===== src/rtl/pc_sequencer.sv =====
// pc_sequencer: owns the fetch-stage program counter. Chooses each cycle's
// next PC (sequential, branch, jump or hold), arbitrates redirect sources,
// honours stalls, flags fetch flushes and traps misaligned redirect targets.
module pc_sequencer #(
  parameter logic [31:0] RESET_PC    = 32'h0000_0000,
  parameter int unsigned BOOT_CYCLES = 1
) (
  input  logic        Clk,
  input  logic        Reset,
  input  logic        Stall,
  input  logic        BranchTaken,
  input  logic [31:0] BranchTarget,
  input  logic        Jump,
  input  logic [31:0] JumpTarget,
  input  logic        Halt,
  output logic [31:0] PCResult,
  output logic [31:0] PCPlus4,
  output logic        FetchValid,
  output logic        FlushIF,
  output logic        MisalignErr,
  output logic        Halted
);

  typedef enum logic [1:0] {
    BOOT   = 2'd0,
    RUN    = 2'd1,
    HALTED = 2'd2,
    ERROR  = 2'd3
  } state_t;

  // Boot counter value at which the final idle edge occurs.
  localparam logic [3:0] BOOT_LAST = 4'(BOOT_CYCLES - 1);

  state_t      state, state_next;
  logic [31:0] pc, pc_next;
  logic [3:0]  boot_cnt, boot_cnt_next;
  logic        flush, flush_next;
  logic        misalign, misalign_next;
  logic [31:0] pc_plus4;

  assign pc_plus4 = pc + 32'd4;

  // Next-state / next-PC selection with redirect > halt > stall > sequential priority.
  always_comb begin
    // NOTE: every signal gets a default first so no path leaves it unassigned,
    // which would otherwise infer a latch.
    state_next    = state;
    pc_next       = pc;
    boot_cnt_next = boot_cnt;
    flush_next    = 1'b0;
    misalign_next = misalign;
    case (state)
      BOOT: begin
        boot_cnt_next = boot_cnt + 4'd1;
        if (boot_cnt == BOOT_LAST) state_next = RUN;
      end
      RUN: begin
        // Branch is the older instruction, so it beats a jump; any redirect
        // means a same-cycle halt was fetched on the wrong path.
        if (BranchTaken) begin
          if (BranchTarget[1:0] != 2'b00) begin
            state_next    = ERROR;
            misalign_next = 1'b1;
          end else begin
            pc_next    = BranchTarget;
            flush_next = 1'b1;
          end
        end else if (Jump) begin
          if (JumpTarget[1:0] != 2'b00) begin
            state_next    = ERROR;
            misalign_next = 1'b1;
          end else begin
            pc_next    = JumpTarget;
            flush_next = 1'b1;
          end
        end else if (Halt) begin
          state_next = HALTED;
        end else if (!Stall) begin
          pc_next = pc_plus4;
        end
      end
      default: ; // HALTED and ERROR are terminal until reset
    endcase
  end

  // State registers, cleared asynchronously by Reset.
  always_ff @(posedge Clk or posedge Reset) begin
    if (Reset) begin
      state    <= BOOT;
      pc       <= RESET_PC;
      boot_cnt <= 4'd0;
      flush    <= 1'b0;
      misalign <= 1'b0;
    end else begin
      // NOTE: non-blocking assignments so every register samples the
      // pre-edge values computed above, independent of statement order.
      state    <= state_next;
      pc       <= pc_next;
      boot_cnt <= boot_cnt_next;
      flush    <= flush_next;
      misalign <= misalign_next;
    end
  end

  assign PCResult    = pc;
  assign PCPlus4     = pc_plus4;
  assign FetchValid  = (state == RUN);
  assign FlushIF     = flush;
  assign MisalignErr = misalign;
  assign Halted      = (state == HALTED) || (state == ERROR);

endmodule


===== config.mk =====
export PLATFORM = sky130hd
export DESIGN_NAME = pc_sequencer
export DESIGN_NICKNAME = d
export VERILOG_FILES = /design/src/rtl/pc_sequencer.sv
export SDC_FILE = /design/constraint.sdc
export NUM_CORES = 1
export LEC_CHECK = 0
export ABC_AREA = 1
export ABC_CLOCK_PERIOD_IN_PS = 1300
export BUFFER_PORTS_ARGS = -buffer_cell sky130_fd_sc_hd__buf_2
export CORE_ASPECT_RATIO = 0.5
export CORE_MARGIN = 5
export CORE_UTILIZATION = 44
export CTS_CLUSTER_SIZE = 20
export DETAILED_ROUTE_END_ITERATION = 12
export GPL_ROUTABILITY_DRIVEN = 0
export PLACE_DENSITY = 0.83
export SYNTH_ARGS = -nofsm -noshare
export SYNTH_HDL_FRONTEND = slang
export SYNTH_SLANG_ARGS = --single-unit

===== constraint.sdc =====
create_clock -name Clk -period 1.3 [get_ports Clk]
set_input_delay 0.065 -clock Clk [delete_from_list [all_inputs] [get_ports Clk]]
set_output_delay 0.065 -clock Clk [all_outputs]
set_load 0.1 [all_outputs]

==> results.txt, run 1 <==
Placement Rows: 21
Htree depth: 2
DIE WIDTH: 130 µm
Synth area leader: dfrtp_1
Remaining Overflow, GRT: 335
CTS Buffer Depth: 2
Tool error: [ERROR GRT-0232] Routing congestion too high. Check the congestion heatmap in the GUI.
Mapped Nets: 553
Mean post-synth cell area: 6.59 µm²
Ys flop type: dfrtp_1
Post-synth EDFFs: 0
Largest cells by area after synthesis: dfrtp_1, nand2_1, nor2_1
Synthesis-stage register bit count: 40
Port bufs: 137
Post-synth top cells: nand2_1, nor2_1, nand3_1, dfrtp_1, inv_1
Worst endpoint, post-GRT repair: PCPlus4[13]
Halt Stage: global routing (5_1_grt)
Post-synth ARST share: 100%
Largest net degree at the start of global routing: 31
Post-DP Area: 0.00565 mm²
Post-synth top area share: 31.6%
Placed cells: 757
Gate Count Post-Synth: 480
Warning count from the yosys run: 0
Top-count cell post-synth: nand2_1
Starting Density: 46.3%
Mapped cell area: 0.00316 mm²
Sink Count: 40
Seq/Total Area, Yosys: 31.6%
Run status: stopped before the end
Clk root buf: clkbuf_16
Synth cell types: 32
HPWL Detailed: 10.9 mm
Die Height: 70.0 µm
Worst ep type: primary output
Total GRT Usage: 86.1%
IO Pins: 138
Num CTS Buffers: 5
## timing repair
| action | CTS |
|---|---|
| hold buffers | 1 |
| hold endpoints to repair | 15 |
| gates cloned | 1 |
| pin swaps | 24 |
| gates resized for setup | 63 |
| setup buffers | 21 |
| setup endpoints to repair | 63 |
## through the flow
stage	setup TNS, ns	setup slack, ns	util [%]	hold WS [ns]
after floorplan	-58.84	-1.47	-	0.248
after CTS	-28.17	-0.711	91.5	0.0670
after detailed placement	-17.86	-0.455	82.7	0.0903
after global placement	-12.21	-0.302	82.7	0.0775
## kinds of logic after synthesis
group | synth area share [%]
flip-flops | 31.6
AND/OR/NAND/NOR | 46.5
adder cells (fa/ha/maj) | 1.19
AO/OA/AOI/OAI | 7.59
XOR/XNOR | 6.13
buffers and inverters | 7.00
## metal layers
layer | track usage, % | overflow
met4 | 96.5 | 130
met2 | 102 | 201
met5 | 17.1 | 0
met3 | 73.0 | 3
met1 | 82.2 | 1
==> run 2: changes to the inputs <==
Settings changed: ABC_CLOCK_PERIOD_IN_PS 1300 to 1700, CORE_ASPECT_RATIO 0.5 to unset, CORE_UTILIZATION 44 to 35, CTS_CLUSTER_SIZE 20 to unset, PLACE_DENSITY 0.83 to unset, PLACE_DENSITY_LB_ADDON set to 0.15.
Clock period 1.3 ns to 1.7 ns, I/O delays scaled along.
==> run 2 against run 1 <==
  * The flow now finishes, with violations (setup timing)
  * Synthesized cell count unchanged
  * Synthesized area unchanged
==> results.txt, run 2 <==
Run status: finished with violations
Failing checks: setup timing
Synth area leader: dfrtp_1
Ant diodes: 0
Worst skew pair latency: 0.30 ns
Share of layout cells above drive strength 1: 50.5%
Worst Clk Skew: 0.00712 ns
Largest net degree at the start of global routing: 41
Area occupied by multi-input gates: 0.00250 mm²
Via Count: 3,728
Startpoint types: flop
DIE WIDTH: 105 µm (-19%)
Largest register FFs: 32
DR iter-0 viols: 150
Unrepaired setup endpoints after global routing: yes
Critical path capture point type: output pin
Post-synth top area share: 31.6% (unchanged)
Area of the core: 0.00876 mm²
Final Hold Fails: 0
Final setup viols: 31
Hold Crit Class: in2reg
Placed cells: 735 (-2.9%)
Top-count cell post-synth: nand2_1
DRT antenna net count: 0
Placement Rows: 34 (+62%)
Post-DP Area: 0.00494 mm² (-13%)
1st-pass router iterations: 4
Worst-Margin Slew: 0.566 ns
Tmin final: 2.00 ns
Achievable Freq: 501 MHz
Die area: 0.0110 mm²
Layout area overhead: 71.1%
Post-Route WL: 11.4 mm
HPWL Detailed: 8.50 mm (-22%)
CTS Buffer Depth: 2 (unchanged)
Routed length per placed instance: 15.0 µm
Ys flop type: dfrtp_1
Mapped cell area: 0.00316 mm² (unchanged)
Post-synth top cells: nand2_1, nor2_1, nand3_1, dfrtp_1, inv_1
IO Pins: 138 (unchanged)
Mean post-synth cell area: 6.59 µm² (unchanged)
Clk root buf: clkbuf_8
Mean number of vias per cell: 4.91
Post-synth EDFFs: 0 (unchanged)
Commonest cells after routing, fill and taps aside: nand2_1, buf_2, nor2_1, buf_4, nand3_1
Required time of the critical path: 1.62 ns
Remaining Overflow, GRT: 0
Fin util: 61.8%
Synth cell types: 32 (unchanged)
Reg clk slew, reported paths: 0.09 ns
Critical path peak fanout: 5
Number of global-route vias before repair: 3,820
Die Height: 105 µm (+50%)
CTS tree: built
Seq/Total Area, Yosys: 31.6% (unchanged)
Gate Count Post-Synth: 480 (unchanged)
Warning count from the yosys run: 0 (unchanged)
CP arrival: 1.91 ns
Fin cells: 759
# fillers: 818
Sink Count: 40 (unchanged)
Post-synth ARST share: 100% (unchanged)
Max-cap viol count: 0
Mapped Nets: 553 (unchanged)
Register area: 0.00103 mm²
Commonest non-fill, non-tap cell in the layout: nand2_1
Largest cells by area after synthesis: dfrtp_1, nand2_1, nor2_1
# nets final: 723
Initial antenna violation count: 0
Fin. max-slew vios: 0
Design area: 0.00541 mm²
Total GRT Usage: 20.2%
First-pass GRT wire length: 18.6 mm
Setup slack after layout: -0.295 ns
Starting Density: 36.1% (-10 points)
Num CTS Buffers: 5 (unchanged)
Crit share post-route: 117%
Rel. slew slack: 62.3%
Port bufs: 137 (unchanged)
Critical path class: reg2out
Fin Hold WS: 0.0776 ns
Htree depth: 2 (unchanged)
DR DRC count: 0
Synthesis-stage register bit count: 40 (unchanged)
-- run 2: final cells by class --
type | instances | share of cell area (%)
clock inverters | 3 | 0.439
clock buffers | 5 | 1.27
multi-input cells | 388 | 46.2
inverters | 31 | 2.33
well taps | 108 | 2.50
flip-flops and latches | 40 | 19.1
repair buffers | 184 | 28.2
-- run 2: cell families (layout without fill, tap and decap cells) --
logic type	Yosys count	after routing	share of synthesized area (%)
AOI/OAI and AO/OA	41	41	7.59
xor gates and xnor gates	17	17	6.13
adders and majority gates	3	3	1.19
buffers and inverters	52	223	7.00
DFF	40	40	31.6
and+or+nand+nor	327	327	46.5
-- run 2: through the flow --
stage / setup TNS, ns / setup WS (ns)
3_3_place_gp: 0 / 0.0565
5_1_grt: -8.84 / -0.365
3_5_place_dp: 0 / 0.0122
4_1_cts: -5.75 / -0.298
2_1_floorplan: -34.34 / -1.07
6_report: -6.02 / -0.295
-- run 2: path summary, 6_finish.rpt --
check | startpoint | endpoint | slack [ns] | cells past startpoint
max | PCResult[2] | PCPlus4[22] | -0.30 | 8
min | BranchTarget[5] | PCResult[5] | 0.08 | 3
max reg2reg | PCResult[2] | PCResult[17] | -0.04 | 9
min reg2reg | MisalignErr | MisalignErr | 0.48 | 1
max in group asynchronous | Reset | PCResult[3] | 0.81 | 4
min in group asynchronous | Reset | PCResult[25] | 0.46 | 4
-- run 2: layer usage --
layer	track usage, %	part of all wire (%)	vias up
li1	-	-	1847
met1	26.8	43	1747
met2	33.7	49	115
met3	4.19	5.9	19
met4	5.11	1.9	0
met5	0	0	-
-- run 2: critical path, stage by stage (launching register included) --
cell	delay, ns
dfrtp_4	0.47
ha_4	0.16
nand2_4	0.05
nor2_4	0.15
nand2_4	0.13
nor2_8	0.21
nand3b_1	0.15
nand2_4	0.12
buf_12	0.17
-- run 2: timing repair --
action | in CTS | in global routing
resized for setup | 21 | 41
hold endpoints to repair | 40 | 0
buffers inserted | 8 | 11
hold buffers | 1 | 0
endpoints found under the setup margin | 31 | 41
pin swaps | 21 | 24
Power of run 2 is not shown: default switching activity piles up to over one toggle a cycle in this logic, so the estimate is an artifact.
==> run 3: changes to the inputs <==
Settings changed: CELL_PAD_IN_SITES_DETAIL_PLACEMENT set to 0, CELL_PAD_IN_SITES_GLOBAL_PLACEMENT set to 1, CORE_UTILIZATION 35 to 32.
==> run 3 against run 2 <==
  * The flow still finishes with violations (setup timing)
  * Cell count rose by 5.0%
  * Hold slack improved by 0.0055 ns
  * Clock-buffer cell count is 1 higher
  * Worst setup slack gained 0.051 ns
  * Critical path depth decreased by 1
  * Sequential cell count stayed put
  * Global-route usage shrank 0.37 points
  * Critical path type unchanged
==> results.txt, run 3 (same netlist as run 2, synthesis figures left out) <==
Area of the core: 0.00973 mm² (+11%)
# fillers: 899 (+9.9%)
Clk root buf: clkbuf_8
DR iter-0 viols: 185 (+23%)
CP arrival: 1.86 ns (-0.05 ns)
Top Metal Used: met4
R2R Setup Slk: -0.13 ns (-0.09 ns)
First-pass GRT wire length: 18.7 mm (+0.11%)
Commonest non-fill, non-tap cell in the layout: nand2_1
Die area: 0.0120 mm² (+8.5%)
Unrepaired setup endpoints after global routing: yes
Remaining Overflow, GRT: 0 (unchanged)
Final Hold Fails: 0 (unchanged)
Htree depth: 2 (unchanged)
Critical path peak fanout: 5 (unchanged)
Required time of the critical path: 1.62 ns (about the same)
Ant diodes: 0 (unchanged)
Startpoint types: flop
HPWL Detailed: 8.89 mm (+4.7%)
Largest net degree at the start of global routing: 30 (-27%)
Placement Rows: 36 (+5.9%)
Total GRT Usage: 19.9% (-0.37 points)
# nets final: 736 (+1.8%)
Max-cap viol count: 0 (unchanged)
DR DRC count: 0 (unchanged)
Share of layout cells above drive strength 1: 52.0% (+1.4 points)
Routed length per placed instance: 14.6 µm (-2.4%)
Largest register FFs: 32 (unchanged)
Crit share post-route: 114% (-3.0 points)
Rel. slew slack: 66.3% (+4.1 points)
Die Height: 109 µm (+4.1%)
CTS tree: built
Number of global-route vias before repair: 3,779 (-1.1%)
Worst r2r src: PCResult[2]
Worst-Margin Slew: 0.508 ns (-0.0576 ns)
Num CTS Buffers: 5 (unchanged)
DIE WIDTH: 109 µm (+4.1%)
CTS Buffer Depth: 2 (unchanged)
Layout area overhead: 77.3%
RR Endpoint: PCResult[11]
Run status: finished with violations
Hold Crit Class: in2reg
DRT antenna net count: 0 (unchanged)
Final setup viols: 28 (-9.7%)
Fin util: 57.7% (-4.1 points)
Routed met3 length: 871 µm (+29%)
Commonest cells after routing, fill and taps aside: nand2_1, buf_2, nor2_1, buf_4, nand3_1
Mean number of vias per cell: 4.66 (-5.2%)
FF-to-FF path depth: 10 (+1)
Tmin final: 1.94 ns (-0.0512 ns)
IO Pins: 138 (unchanged)
Starting Density: 32.5% (-3.6 points)
Critical path capture point type: output pin
Achievable Freq: 514 MHz (+2.6%)
Critical path class: reg2out
Reg clk slew, reported paths: 0.08 ns (about the same)
Hold path endpoint: PCResult[3]
Failing checks: setup timing
M1 WL: 4.95 mm (+0.92%)
Post-Route WL: 11.6 mm (+2.5%)
Fin. max-slew vios: 0 (unchanged)
1st-pass router iterations: 4 (unchanged)
Worst Clk Skew: 0.0149 ns (+0.00779 ns)
Initial antenna violation count: 0 (unchanged)
Setup slack after layout: -0.244 ns (+0.0512 ns)
Via Count: 3,712 (-0.43%)
Hold Path Depth: 3 (unchanged)
Port bufs: 137 (unchanged)
Worst skew pair latency: 0.30 ns (about the same)
Sink Count: 40 (unchanged)
Min-delay src: BranchTarget[3]
Met2 routed WL: 5.63 mm (+0.97%)
[run 3: cell count changes in the layout (fill, tap and decap cells not counted), moves of 3 or more]
cell / previous run / this run
buf_4: 36 / 45
buf_6: 7 / 11
nand3_2: 7 / 3
a21oi_1: 11 / 8
a21oi_2: 12 / 15
nand3_1: 34 / 37
nor2_1: 80 / 77
[run 3: through the flow]
step	hold WS [ns]	std cells	TNS, ns	instance area [µm²]	setup slack [ns]
floorplan	0.268	480	-34.34	3570	-1.07
global placement	0.128	758	0	4960	0.0248
detailed placement	0.127	758	-0.0573	4960	-0.0290
CTS	0.0730	783	-4.93	5330	-0.278
global route	0.0931	797	-7.75	5610	-0.319
finish	0.0831	797	-5.03	5610	-0.244
[run 3: how the worst max path moves through the flow]
stage	depth (start not counted)	start	slack, ns	end
floorplan	7	PCResult[2]	-1.07	PCResult[13]
global placement	7	PCResult[2]	0.02	PCPlus4[12]
detailed placement	8	PCResult[2]	-0.03	PCResult[12]
CTS	7	PCResult[2]	-0.28	PCPlus4[20]
global route	7	PCResult[2]	-0.32	PCPlus4[20]
finish	7	PCResult[2]	-0.24	PCPlus4[19]
[run 3: critical path, stage by stage (launching register included)]
cell and delay, ns:
dfrtp_4 0.45, clkinvlp_4 0.11, nor2_4 0.17, nand2_4 0.15
nor2_8 0.20, nand3b_1 0.20, nand2_8 0.12, buf_12 0.17
[run 3: layout make-up]
class	instances	area [µm²]	area share, %
Sequential cell	40	1030	18.4
Clock inverter	2	35.0	0.624
Multi-Input combinational cell	388	2540	45.2
Timing Repair Buffer	197	1640	29.2
Inverter	31	126	2.25
Tap cell	133	166	2.97
Clock buffer	6	72.6	1.29
[run 3: repair_timing]
| item | CTS | global route |
|---|---|---|
| setup endpoints to repair | 30 | 44 |
| gates resized for setup | 26 | 48 |
| setup buffers | 17 | 16 |
| pin swaps | 27 | 24 |
| endpoints found under the hold margin | 18 | 0 |
| hold buffers | 1 | 0 |
| gates cloned | 0 | 0 |
[run 3: metal layers]
| layer | GRT usage (%) | vias up |
|---|---|---|
| li1 | - | 1864 |
| met1 | 25.9 | 1706 |
| met2 | 33.9 | 126 |
| met3 | 3.99 | 16 |
| met4 | 4.63 | 0 |
| met5 | 0 | - |
Power of run 3 is left out for the same reason.
==> run 4: changes to the inputs <==
Settings changed: ABC_CLOCK_PERIOD_IN_PS 1700 to 2020.
Clock period 1.7 ns to 2.02 ns, I/O delays scaled along.
==> run 4 against run 3 <==
  * The flow now finishes without violations
  * Clock-buffer cell count is 1 lower
  * Sequential share of layout area is 1.5 points higher
  * Non-clock buffer count is 27 lower
  * Register-to-register slack better by 0.49 ns
  * Critical endpoint is now PCPlus4[12]
  * Highest routed layer unchanged
==> results.txt, run 4 (same netlist as run 2, synthesis figures left out) <==
Run status: complete, no violations
# nets final: 709 (-3.7%)
Share of layout cells above drive strength 1: 45.4% (-6.6 points)
Hold Crit Class: in2reg
First-pass GRT wire length: 17.2 mm (-8.1%)
Die Height: 109 µm (unchanged)
CP arrival: 1.89 ns (+0.03 ns)
Fin. max-slew vios: 0 (unchanged)
1st-pass router iterations: 4 (unchanged)
DR iter-0 viols: 142 (-23%)
Reg clk slew, reported paths: 0.09 ns (about the same)
Port bufs: 137 (unchanged)
CTS Buffer Depth: 2 (unchanged)
Placement Rows: 36 (unchanged)
Rel. slew slack: 58.1% (-8.2 points)
Post-DP Area: 0.00476 mm² (-4.0%)
Routed length per placed instance: 14.2 µm (-3.1%)
Num CTS Buffers: 5 (unchanged)
Via Count: 3,557 (-4.2%)
Largest net degree at the start of global routing: 31 (+3.3%)
Mean number of vias per cell: 4.62 (-0.82%)
Startpoint types: flop
Unrepaired setup endpoints after global routing: yes
Cell count along the critical path: 7 (unchanged)
CP max stage cell: dfrtp_4
Starting Density: 32.5% (unchanged)
DRT antenna net count: 0 (unchanged)
Design area: 0.00518 mm² (-7.7%)
Critical path class: reg2out
Worst skew pair latency: 0.31 ns (about the same)
Sink Count: 40 (unchanged)
Largest register FFs: 32 (unchanged)
Area of the core: 0.00973 mm² (unchanged)
Commonest cells after routing, fill and taps aside: nand2_1, buf_2, nor2_1, nand3_1, buf_4
Tmin final: 2.00 ns
Fin cells: 770 (-3.4%)
Remaining Overflow, GRT: 0 (unchanged)
Worst Clk Skew: 0.0117 ns (-0.00318 ns)
Commonest non-fill, non-tap cell in the layout: nand2_1
Post-Route WL: 10.9 mm (-6.3%)
Achievable Freq: 501 MHz
Number of global-route vias before repair: 3,452 (-8.7%)
Clk root buf: clkbuf_8
IO Pins: 138 (unchanged)
DR DRC count: 0 (unchanged)
Crit share post-route: 98.8%
Initial antenna violation count: 0 (unchanged)
Hold Path Depth: 3 (unchanged)
FF-to-FF path depth: 8 (-2)
Family with the most delay on the worst path: flip-flops
Critical path peak fanout: 4 (-1)
CP bufs+invs: 2 (unchanged)
Final Hold Fails: 0 (unchanged)
Final setup viols: 0 (-100%)
Htree depth: 2 (unchanged)
Ant diodes: 0 (unchanged)
CTS tree: built
Fin util: 53.2% (-4.4 points)
Placed cells: 739 (-2.5%)
Max-cap viol count: 0 (unchanged)
Critical path capture point type: output pin
Die area: 0.0120 mm² (unchanged)
Required time of the critical path: 1.92 ns (+0.30 ns)
Worst-Margin Slew: 0.627 ns (+0.119 ns)
CP peak stage delay: 0.46 ns (about the same)
HPWL Detailed: 8.50 mm (-4.4%)
Crit-path cells: ha_4 > nand2_4 > nor2_4 > nand3b_1 > buf_6 > xnor2_4 > buf_12
R2R Setup Slk: 0.36 ns (+0.49 ns)
DIE WIDTH: 109 µm (unchanged)
Total GRT Usage: 18.2% (-1.6 points)
Layout area overhead: 63.7%
[run 4: cell count changes in the layout (fill, tap and decap cells not counted), moves of 4 or more]
cell     before  now
a21oi_1       8   23
a21oi_2      15    0
buf_12       31   27
buf_4        45   29
buf_6        11    1
nand2_1     125  129
[run 4: final timing paths]
| check | from | to |
|---|---|---|
| worst max-delay path | PCResult[2] | PCPlus4[12] |
| worst min-delay path | BranchTarget[4] | PCResult[4] |
| worst max register to register | PCResult[2] | PCResult[11] |
| worst min register to register | boot_cnt[3] | boot_cnt[3] |
| max in group asynchronous | Reset | PCResult[14] |
| min in group asynchronous | Reset | PCResult[0] |
[run 4: through the flow]
stage                     setup slack, ns  hold slack [ns]  TNS, ns
after floorplan                    -0.751            0.284   -16.47
after global placement              0.197            0.224        0
after detailed placement            0.169            0.236        0
after CTS                         -0.0281           0.0757  -0.0527
after global routing              -0.0689           0.0927   -0.525
final                              0.0241           0.0764        0
[run 4: metal layers]
metal,vias up,part of all wire [%],global-route usage (%)
met5,-,0,0
met4,0,1.3,4.27
met3,11,6.4,3.52
met2,102,48,30.9
met1,1620,44,24.0
li1,1824,-,-
[run 4: what timing repair did]
| action | 4_1_cts | 5_1_grt |
|---|---|---|
| gates cloned | 0 | 0 |
| pin swaps | 12 | 15 |
| hold endpoints to repair | 27 | 0 |
| hold buffers | 1 | 0 |
| endpoints found under the setup margin | 17 | 20 |
| gates resized for setup | 7 | 23 |
| setup buffers | 8 | 14 |
[run 4: cell type report]
cell class                      count  area (µm²)
Fill cell                         933        4550
Multi-Input combinational cell    388        2400
Timing Repair Buffer              170        1340
Sequential cell                    40        1030
Tap cell                          133         166
Inverter                           31         123
Clock buffer                        5        68.8
Clock inverter                      3        46.3
[run 4: worst register-to-register path, delay by kind of cell, from the launching register on]
kind	cells	cell delay, ns
simple gates	4	0.58
flops	1	0.46
buf+inv	2	0.24
xor+xnor	1	0.17
compound gates	1	0.13
Power of run 4 is left out for the same reason.
